## src/rtl/kf8259_interrupt_sequencer_if.sv

```systemverilog
// Interrupt sequencer bus: IRR/IMR/INTA/EOI inputs and the ISR, INT and vector outputs.
// KF8259_AUTO_ROTATE_EN adds the rotate_on_eoi input.
interface kf8259_interrupt_sequencer_if;
    logic [7:0] i_interrupt_request_register;
    logic [7:0] i_interrupt_mask;
    logic       i_interrupt_acknowledge;
    logic       i_non_specific_eoi;
    logic       i_specific_eoi;
    logic [2:0] i_eoi_level;
    logic       i_auto_eoi_config;
    logic [4:0] i_vector_base;
`ifdef KF8259_AUTO_ROTATE_EN
    logic       i_rotate_on_eoi;
`endif
    logic       o_freeze;
    logic [7:0] o_clear_interrupt_request;
    logic [7:0] o_in_service_register;
    logic       o_interrupt_out;
    logic [7:0] o_vector;
    logic       o_vector_valid;

    modport slave (
`ifdef KF8259_AUTO_ROTATE_EN
        input  i_rotate_on_eoi,
`endif
        input  i_interrupt_request_register, i_interrupt_mask, i_interrupt_acknowledge,
        input  i_non_specific_eoi, i_specific_eoi, i_eoi_level, i_auto_eoi_config, i_vector_base,
        output o_freeze, o_clear_interrupt_request, o_in_service_register,
        output o_interrupt_out, o_vector, o_vector_valid
    );

    modport master (
`ifdef KF8259_AUTO_ROTATE_EN
        output i_rotate_on_eoi,
`endif
        output i_interrupt_request_register, i_interrupt_mask, i_interrupt_acknowledge,
        output i_non_specific_eoi, i_specific_eoi, i_eoi_level, i_auto_eoi_config, i_vector_base,
        input  o_freeze, o_clear_interrupt_request, o_in_service_register,
        input  o_interrupt_out, o_vector, o_vector_valid
    );
endinterface

```

## src/rtl/kf8259_interrupt_sequencer.sv

```systemverilog
// KF8259 priority resolver and 8086 two-pulse INTA sequencer with ISR and EOI handling.
// KF8259_AUTO_ROTATE_EN enables rotating priority; otherwise IR0 is fixed highest.
module kf8259_interrupt_sequencer #(
    parameter logic [2:0] SPURIOUS_LEVEL = 3'd7
) (
    input  logic                          i_clock,
    input  logic                          i_reset,
    kf8259_interrupt_sequencer_if.slave   bus
);
    // state     | meaning
    // ST_IDLE   | resolving priority, waiting for first INTA
    // ST_ACK2   | level captured, IRR frozen, waiting for second INTA
    // ST_VECTOR | vector on the bus for one cycle
    typedef enum logic [1:0] {ST_IDLE, ST_ACK2, ST_VECTOR} state_t;

    state_t     r_state, w_state_next;
    logic [7:0] r_isr, w_isr_next;
    logic [7:0] r_clear, w_clear_next;
    logic [7:0] r_vector, w_vector_next;
    logic       r_vector_valid, w_vector_valid_next;
    logic       r_freeze, w_freeze_next;
    logic       r_int_out, w_int_out_next;
    logic [2:0] r_level, w_level_next;
    logic       r_spurious, w_spurious_next;

    logic [2:0]  w_lowest;
    logic [2:0]  w_shift;
    logic [7:0]  w_pending;
    logic [15:0] w_pend_dbl, w_isr_dbl;
    logic [7:0]  w_pend_rot, w_isr_rot;
    logic [2:0]  w_pend_idx, w_isr_idx;
    logic        w_pend_found, w_isr_found;
    logic        w_eligible;
    logic [2:0]  w_eligible_level, w_ns_level;
    logic [7:0]  w_set_mask, w_aeoi_mask, w_ns_mask, w_sp_mask;

    // Rotate so that bit 0 of the *_rot vectors is the current highest priority level.
    assign w_shift    = w_lowest + 3'd1;
    assign w_pending  = bus.i_interrupt_request_register & ~bus.i_interrupt_mask;
    assign w_pend_dbl = {w_pending, w_pending} >> w_shift;
    assign w_isr_dbl  = {r_isr, r_isr} >> w_shift;
    assign w_pend_rot = w_pend_dbl[7:0];
    assign w_isr_rot  = w_isr_dbl[7:0];

    always_comb begin
        w_pend_idx = '0;
        w_isr_idx  = '0;
        for (int i = 7; i >= 0; i--) begin
            if (w_pend_rot[i]) w_pend_idx = 3'(i);
            if (w_isr_rot[i])  w_isr_idx  = 3'(i);
        end
    end

    assign w_pend_found     = |w_pend_rot;
    assign w_isr_found      = |w_isr_rot;
    assign w_eligible       = w_pend_found && (!w_isr_found || (w_pend_idx < w_isr_idx));
    assign w_eligible_level = w_pend_idx + w_shift;
    assign w_ns_level       = w_isr_idx + w_shift;

    assign w_ns_mask = (bus.i_non_specific_eoi && w_isr_found) ? (8'b1 << w_ns_level) : 8'b0;
    assign w_sp_mask = bus.i_specific_eoi ? (8'b1 << bus.i_eoi_level) : 8'b0;

    // A set from the first INTA wins over any EOI aimed at the same bit.
    assign w_isr_next = (r_isr & ~(w_ns_mask | w_sp_mask | w_aeoi_mask)) | w_set_mask;

    always_comb begin
        w_state_next        = r_state;
        w_set_mask          = '0;
        w_aeoi_mask         = '0;
        w_clear_next        = '0;
        w_level_next        = r_level;
        w_spurious_next     = r_spurious;
        w_freeze_next       = r_freeze;
        w_int_out_next      = 1'b0;
        w_vector_next       = r_vector;
        w_vector_valid_next = 1'b0;
        case (r_state)
            ST_IDLE: begin
                w_int_out_next = r_int_out | w_eligible;
                if (bus.i_interrupt_acknowledge) begin
                    w_state_next   = ST_ACK2;
                    w_freeze_next  = 1'b1;
                    w_int_out_next = 1'b0;
                    if (w_eligible) begin
                        w_level_next    = w_eligible_level;
                        w_spurious_next = 1'b0;
                        w_set_mask      = 8'b1 << w_eligible_level;
                        w_clear_next    = 8'b1 << w_eligible_level;
                    end else begin
                        w_level_next    = SPURIOUS_LEVEL;
                        w_spurious_next = 1'b1;
                    end
                end
            end
            ST_ACK2: begin
                if (bus.i_interrupt_acknowledge) begin
                    w_state_next        = ST_VECTOR;
                    w_vector_next       = {bus.i_vector_base, r_level};
                    w_vector_valid_next = 1'b1;
                    if (bus.i_auto_eoi_config && !r_spurious) w_aeoi_mask = 8'b1 << r_level;
                end
            end
            ST_VECTOR: begin
                w_state_next  = ST_IDLE;
                w_freeze_next = 1'b0;
            end
            default: begin
                w_state_next  = ST_IDLE;
                w_freeze_next = 1'b0;
            end
        endcase
    end

    always_ff @(posedge i_clock) begin
        if (i_reset) begin
            r_state        <= ST_IDLE;
            r_isr          <= '0;
            r_clear        <= '0;
            r_vector       <= '0;
            r_vector_valid <= 1'b0;
            r_freeze       <= 1'b0;
            r_int_out      <= 1'b0;
            r_level        <= '0;
            r_spurious     <= 1'b0;
        end else begin
            r_state        <= w_state_next;
            r_isr          <= w_isr_next;
            r_clear        <= w_clear_next;
            r_vector       <= w_vector_next;
            r_vector_valid <= w_vector_valid_next;
            r_freeze       <= w_freeze_next;
            r_int_out      <= w_int_out_next;
            r_level        <= w_level_next;
            r_spurious     <= w_spurious_next;
        end
    end

`ifdef KF8259_AUTO_ROTATE_EN
    logic [2:0] r_lowest;

    always_ff @(posedge i_clock) begin
        if (i_reset) begin
            r_lowest <= 3'd7;
        end else if (bus.i_rotate_on_eoi) begin
            if (|w_ns_mask)
                r_lowest <= w_ns_level;
            else if (bus.i_specific_eoi && r_isr[bus.i_eoi_level])
                r_lowest <= bus.i_eoi_level;
            else if (|w_aeoi_mask)
                r_lowest <= r_level;
        end
    end

    assign w_lowest = r_lowest;
`else
    assign w_lowest = 3'd7;
`endif

    assign bus.o_freeze                  = r_freeze;
    assign bus.o_clear_interrupt_request = r_clear;
    assign bus.o_in_service_register     = r_isr;
    assign bus.o_interrupt_out           = r_interrupt_out_alias();

    function automatic logic r_interrupt_out_alias();
        return r_int_out;
    endfunction

    assign bus.o_vector                  = r_vector;
    assign bus.o_vector_valid            = r_vector_valid;
endmodule

```

## src/flat_wrapper.sv

```systemverilog
// flat-port wrapper written by rule: the top's interface ports become plain ports
module kf8259_interrupt_sequencer_flat 
#(
    parameter logic [2:0] SPURIOUS_LEVEL = 3'd7
)
  (i_clock, i_reset, bus_i_interrupt_request_register, bus_i_interrupt_mask, bus_i_interrupt_acknowledge, bus_i_non_specific_eoi, bus_i_specific_eoi, bus_i_eoi_level, bus_i_auto_eoi_config, bus_i_vector_base, bus_o_freeze, bus_o_clear_interrupt_request, bus_o_in_service_register, bus_o_interrupt_out, bus_o_vector, bus_o_vector_valid);
  kf8259_interrupt_sequencer_if bus_i ();
  input  logic i_clock;
  input  logic i_reset;
  input wire logic [$bits(bus_i.i_interrupt_request_register)-1:0] bus_i_interrupt_request_register;
  input wire logic [$bits(bus_i.i_interrupt_mask)-1:0] bus_i_interrupt_mask;
  input wire logic [$bits(bus_i.i_interrupt_acknowledge)-1:0] bus_i_interrupt_acknowledge;
  input wire logic [$bits(bus_i.i_non_specific_eoi)-1:0] bus_i_non_specific_eoi;
  input wire logic [$bits(bus_i.i_specific_eoi)-1:0] bus_i_specific_eoi;
  input wire logic [$bits(bus_i.i_eoi_level)-1:0] bus_i_eoi_level;
  input wire logic [$bits(bus_i.i_auto_eoi_config)-1:0] bus_i_auto_eoi_config;
  input wire logic [$bits(bus_i.i_vector_base)-1:0] bus_i_vector_base;
  output wire logic [$bits(bus_i.o_freeze)-1:0] bus_o_freeze;
  output wire logic [$bits(bus_i.o_clear_interrupt_request)-1:0] bus_o_clear_interrupt_request;
  output wire logic [$bits(bus_i.o_in_service_register)-1:0] bus_o_in_service_register;
  output wire logic [$bits(bus_i.o_interrupt_out)-1:0] bus_o_interrupt_out;
  output wire logic [$bits(bus_i.o_vector)-1:0] bus_o_vector;
  output wire logic [$bits(bus_i.o_vector_valid)-1:0] bus_o_vector_valid;
  assign bus_i.i_interrupt_request_register = bus_i_interrupt_request_register;
  assign bus_i.i_interrupt_mask = bus_i_interrupt_mask;
  assign bus_i.i_interrupt_acknowledge = bus_i_interrupt_acknowledge;
  assign bus_i.i_non_specific_eoi = bus_i_non_specific_eoi;
  assign bus_i.i_specific_eoi = bus_i_specific_eoi;
  assign bus_i.i_eoi_level = bus_i_eoi_level;
  assign bus_i.i_auto_eoi_config = bus_i_auto_eoi_config;
  assign bus_i.i_vector_base = bus_i_vector_base;
  assign bus_o_freeze = bus_i.o_freeze;
  assign bus_o_clear_interrupt_request = bus_i.o_clear_interrupt_request;
  assign bus_o_in_service_register = bus_i.o_in_service_register;
  assign bus_o_interrupt_out = bus_i.o_interrupt_out;
  assign bus_o_vector = bus_i.o_vector;
  assign bus_o_vector_valid = bus_i.o_vector_valid;
  kf8259_interrupt_sequencer #(.SPURIOUS_LEVEL(SPURIOUS_LEVEL)) u_core (.i_clock(i_clock), .i_reset(i_reset), .bus(bus_i));
endmodule
```

## config.mk

```make
export PLATFORM = sky130hd
export DESIGN_NAME = kf8259_interrupt_sequencer_flat
export DESIGN_NICKNAME = d
export VERILOG_FILES = /design/src/rtl/kf8259_interrupt_sequencer_if.sv /design/src/rtl/kf8259_interrupt_sequencer.sv /design/src/flat_wrapper.sv
export SDC_FILE = /design/constraint.sdc
export NUM_CORES = 1
export LEC_CHECK = 0
export ABC_AREA = 1
export CAP_MARGIN = 10
export CORE_MARGIN = 4
export CORE_UTILIZATION = 53
export CTS_BUF_LIST = sky130_fd_sc_hd__clkbuf_8
export DETAILED_ROUTE_END_ITERATION = 10
export DONT_BUFFER_PORTS = 1
export GPL_TIMING_DRIVEN = 0
export PLACE_DENSITY = 0.7
export SYNTH_ARGS = -nofsm -noshare
export SYNTH_HDL_FRONTEND = slang
export SYNTH_SLANG_ARGS = --single-unit
```

## constraint.sdc

```tcl
create_clock -name i_clock -period 2.33 [get_ports i_clock]
set_input_delay 0.233 -clock i_clock [delete_from_list [all_inputs] [get_ports i_clock]]
set_output_delay 0.233 -clock i_clock [all_outputs]
set_load 0.02 [all_outputs]
```

### Word-level counts from Yosys, hierarchy flattened

Cells that the tools add are included.

| storage, ports and cells | value |
|---|---|
| register bits after elaboration | 33 |
| input port bits | 30 |
| output and inout port bits | 27 |
| logic and storage cells | 74 |

| operators by class | value |
|---|---|
| magnitude comparators | 1 |
| eq/ne operators | 3 |
| shift-type cells | 4 |
| mux-type cells | 32 |
| bitwise operators | 10 |
| reductions and logical operators | 15 |

Operator list:

| operator | number |
|---|---|
| 8-bit two-way mux | 8 |
| 3-bit two-way mux | 17 |
| 1-bit by 3-bit << shifter with 8-bit output, first input constant | 4 |
| 8-bit OR | 3 |
| 8-bit AND | 2 |
| 8-bit inverter | 2 |
| 8-bit OR reduction | 2 |
| 2-bit AND reduction | 4 |
| 2-bit two-way mux | 2 |
| 2-bit != test, second input constant | 2 |
| 2-bit one-hot mux with 2 select lines | 1 |
| 1-bit logical AND | 3 |
| 3-bit < comparator | 1 |
| 1-bit two-way mux | 3 |
| 3-bit OR reduction | 1 |
| 2-bit by 1-bit equality test with 1-bit output, second input constant | 1 |
| 1-bit zero test | 2 |
| 2-bit zero test | 1 |
| 1-bit inverter | 2 |
| 1-bit one-hot mux with 2 select lines | 1 |
| 2-bit OR reduction | 1 |
| 1-bit logical OR | 1 |
| 1-bit OR | 1 |

### Logic depth before layout (Yosys ltp)

| logic depth | value |
|---|---|
| depth in word-level cells | 17 |
| depth in mapped cells | 16 |
| depth with buffers taken out | 16 |

### Worst setup path before layout

Ideal clock, no wire load.

| timing | value |
|---|---|
| path kind | register -> register |
| start point | register u_core.r_isr[7], in the netlist u_core.bus.o_in_service_register[7] |
| end point | register u_core.r_level[2] |
| library setup time | 0.116 ns |
| data arrival time | 1.710 ns |
| required time | 2.214 ns |
| path slack | 0.504 ns |
| cell stages (with the launch flop) | 12 |
| path buffers | 0 |
| clock period less this slack | 1.826 ns |
| cell sequence | dfxtp_1 > nor2_1 > nor3_1 > o211ai_1 > ha_1 > nand2_1 > inv_1 > nand2_1 > nand2_2 > nand2_4 > nand2_4 > and3_1 |

| between the ends | value |
|---|---|
| cells in the longest elaborated chain, start to end | 12 |
| elaborated cells between the ends (all ways) | 14 |
| classes of those cells | order compare (1); mux (9); reduce/logical (4) |

RTL lines:

| what | line | text |
|---|---|---|
| start, declared | kf8259_interrupt_sequencer.sv:17 | `logic [7:0] r_isr, w_isr_next;` |
| start signal, assigned | kf8259_interrupt_sequencer.sv:127 | `r_isr <= w_isr_next;` |
| 3-bit two-way mux (8 in a row) | kf8259_interrupt_sequencer.sv:50 | `if (w_isr_rot[i]) w_isr_idx = 3'(i);` |
| 3-bit < comparator | kf8259_interrupt_sequencer.sv:56 | `assign w_eligible = w_pend_found && (!w_isr_found \|\| (w_pend_idx < w_isr_idx));` |
| 1-bit logical OR (*) | kf8259_interrupt_sequencer.sv:56 |  |
| 1-bit logical AND (*) | kf8259_interrupt_sequencer.sv:56 |  |
| 3-bit two-way mux (*) | kf8259_interrupt_sequencer.sv:84 | `if (w_eligible) begin` |
| end signal, assigned | kf8259_interrupt_sequencer.sv:133 | `r_level <= w_level_next;` |
| end, declared | kf8259_interrupt_sequencer.sv:23 | `logic [2:0] r_level, w_level_next;` |

Mark *: on every way between the ends. The rest lies on a longest branch, timed or not.
A chain may end at the register's enable or synchronous reset.

### Final worst setup path

| timing | value |
|---|---|
| start point | register u_core.r_isr[6], in the netlist u_core.bus.o_in_service_register[6] |
| end point | register u_core.r_level[2] |

| between the ends | value |
|---|---|
| cells in the longest elaborated chain, start to end | 11 |
| elaborated cells between the ends (all ways) | 13 |
| classes of those cells | order compare (1); mux (8); reduce/logical (4) |

RTL lines:

| what | line |
|---|---|
| 3-bit two-way mux (7 in a row) | kf8259_interrupt_sequencer.sv:50 |
| 3-bit < comparator | kf8259_interrupt_sequencer.sv:56 |
| 1-bit logical OR (*) | kf8259_interrupt_sequencer.sv:56 |
| 1-bit logical AND (*) | kf8259_interrupt_sequencer.sv:56 |
| 3-bit two-way mux (*) | kf8259_interrupt_sequencer.sv:84 |

Marked as above.

==> reports/results.tsv <==
stage	metric	value	unit
drt	Vias	1568	
worst_setup_path	delay-heaviest family, CP	simple AND/OR/NAND/NOR gates	
worst_setup_path	crit path launch type	register	
sta	fin crit share	88.2	%
synthesis	Mapped Cells	255	
drt	routed length per instance	12.8	microns
placed_design	Port Buffer Count	0	
power	Pwr Total	1.44	mW
sta	Fmax	487	MHz
worst_setup_path	cells traversed along the worst timing path	nor2_1, nor3_1, o211ai_1, ha_1, nand2_1, inv_1, nand2_1, nand2_2, nand2_4, nand2_4, and3_1	
drt	DRC viols	0	
synthesis	synth top area cells	dfxtp_1 39%, nand2_1 14%, inv_1 9.9%	
synthesis	Yosys reg bits	33	
clock_network	Hold Buf Count CTS	0	
synthesis	syn_area_per_cell	6.72	sq um
global_route	first-pass GRT wire length	6.42	mm
worst_setup_path	critical path capture point type	register	
power	peak supply drop	0.000456	V
floorplanning	die height	64.9	microns
sta	final hold vios	0	
clock_network	# clock sinks	33	
synthesis	synthesized area	1710	sq um
finish	area grow syn2layout	10.0	%
drt	Iteration-0 DRC Markers	92	
worst_setup_path	Largest stage delay, worst path	0.42	ns
clock_network	post_cts resized	0	
synthesis	Synthesis Warnings	0	
drt	drt pass-1 iters	4	
worst_setup_path	Critical path buffers and inverters	1	
synthesis	number of synthesized flops with an enable pin	0	
clock_network	clk slew on worst S/H paths	0.07	ns
sta	Final min period	2.05	ns
finish	Filler cells	312	
worst_setup_path	Setup CP Type	register to register	
clock_network	TritonCTS clock tree	done	
drt	DRT antenna net count	0	
sta	Slew headroom	68.6	%
placed_design	GP Congestion	0.933	
floorplanning	total core area	3080	sq um
sta	max-slew violation count	0	
power	Leak	0.885	nW
outcome	status	finished, final reports clean	
flow_run	max_cap viols	0	
synthesis	top cell type's share of synthesized area	38.6	%
synthesis	area leader, netlist	dfxtp_1	
global_route	Global Route Usage Sum	19.8	%
clock_network	clock root cell	clkbuf_8	
clock_network	Num CTS Buffers	5	
finish	n_diodes	0	
floorplanning	Initial Utilization	55.7	%
placed_design	Detail Placement HPWL	3.09	mm
synthesis	distinct cell type count after synthesis	33	
clock_network	# Post-CTS Setup Buffers	0	
sta	setup violators final	0	
floorplanning	Die Width	64.9	microns
clock_network	Skew-Pair Late Insertion Delay	0.28	ns
global_route	total grt overflow	0	
worst_setup_path	crit path DAT	2.23	ns
hold_path	Hold Path Class	primary input to register	
floorplanning	Row Count	20	
sta	worst-margin pin slew	0.471	ns
synthesis	commonest register cell after synthesis	dfxtp_1	
drt	vias per inst	5.11	
global_route	vias in the first global route	1490	
floorplanning	I/O pins	57	
drt	Routed WL	3.93	mm
finish	commonest non-fill, non-tap cell in the layout	nand2_1	
sta	RSZ-0062 raised after global routing	false	
clock_network	H-tree depth	2	
sta	Worst Clk Skew	0.00567	ns
worst_setup_path	CP max stage cell	dfxtp_1	
floorplanning	Die Area	4210	sq um
global_route	pin count of the biggest net entering global routing	11	
power	power density cells	762	nW/um^2
finish	Final #Nets	294	
worst_setup_path	worst-path maximum fanout	9	
synthesis	register area share after synthesis	38.6	%
global_route	initial antenna violation count	0	
finish	share of post-route cells with drive strength above 1	11.4	%
synthesis	FFs w/ async S/R, synth	0	%
finish	most frequent cells in the layout	64 x nand2_1, 46 x inv_1, 33 x dfxtp_1	
sta	setup TNS	0	ns
clock_network	Max clock buf depth	2	
worst_setup_path	CP required	2.51	ns
synthesis	syn nets	287	
==> sequential cells by signal, indices dropped and copies added (netlist names) <==
register / flops
u_core.bus.o_freeze: 1
u_core.bus.o_in_service_register: 8
u_core.bus.o_vector: 8
u_core.r_spurious: 1
u_core.r_state: 2
u_core.bus.o_vector_valid: 1
u_core.bus.o_clear_interrupt_request: 8
u_core.r_level: 3
u_core.bus.o_interrupt_out: 1
==> area by class of cell <==
class / instances / area (sq um) / share of cell area, %
plain buffers: 5 / 20.0 / 1.06
clock buffers: 6 / 82.6 / 4.38
clock inverters: 2 / 33.8 / 1.79
inverters: 48 / 180 / 9.56
multi-input cells: 169 / 852 / 45.2
flip-flops and latches: 33 / 661 / 35.1
well taps: 44 / 55.1 / 2.92
==> synth_stat cells, types with 2 or more instances <==
cell type  count
o21ai_1        2
inv_2          2
nand2_4        3
nand4_1        8
a21oi_1       15
o21ai_2        6
nor2_1        32
nand2_1       64
nand2_2        6
ha_1           2
dfxtp_1       33
inv_1         45
o2111ai_1      2
nor3_1         7
nand3_1        6
o22ai_2        2
o21ai_0        2
clkbuf_1       3
==> cells by family after synthesis <==
logic type                 after synthesis  synth area share [%]
and+or+nand+nor                        131                  34.1
adders and majority gates                2                  1.46
DFF                                     33                  38.6
buffers and inverters                   53                  11.7
AOI/OAI and AO/OA                       36                  14.2
==> through the flow <==
step / std cells / util, % / cell area (sq um) / setup WS, ns / hold slack [ns]
after floorplan: 255 / - / 1710 / 0.504 / 0.377
after global placement: 299 / 57.4 / 1770 / 0.257 / 0.380
after detailed placement: 299 / 57.4 / 1770 / 0.278 / 0.390
after CTS: 307 / 61.2 / 1880 / 0.263 / 0.0839
after global routing: 307 / 61.2 / 1880 / 0.0622 / 0.0801
final: 307 / 61.2 / 1880 / 0.275 / 0.0905
==> layer usage <==
metal	vias to the layer above	track usage [%]	wire, microns
met5	-	0	0
met4	0	8.97	69
met3	8	5.89	240
met2	40	32.1	1890
met1	703	24.0	1730
li1	817	-	-
==> final timing paths <==
check                                                          from                     end  slack [ns]  depth (start not counted)
worst max-delay path            u_core.bus.o_in_service_register[6]       u_core.r_level[2]        0.28                         11
worst min-delay path                           bus_i_vector_base[0]  u_core.bus.o_vector[3]        0.09                          2
worst max register to register  u_core.bus.o_in_service_register[6]       u_core.r_level[2]        0.28                         11
worst min register to register                    u_core.r_level[0]  u_core.bus.o_vector[0]        0.50                          2
==> where the power goes <==
part	switching, mW	internal [mW]
clock	0.209	0.344
sequential	0.0429	0.594
combinational	0.170	0.0758
total	0.422	1.01
No activity file was read; power rests on OpenSTA's default activity.
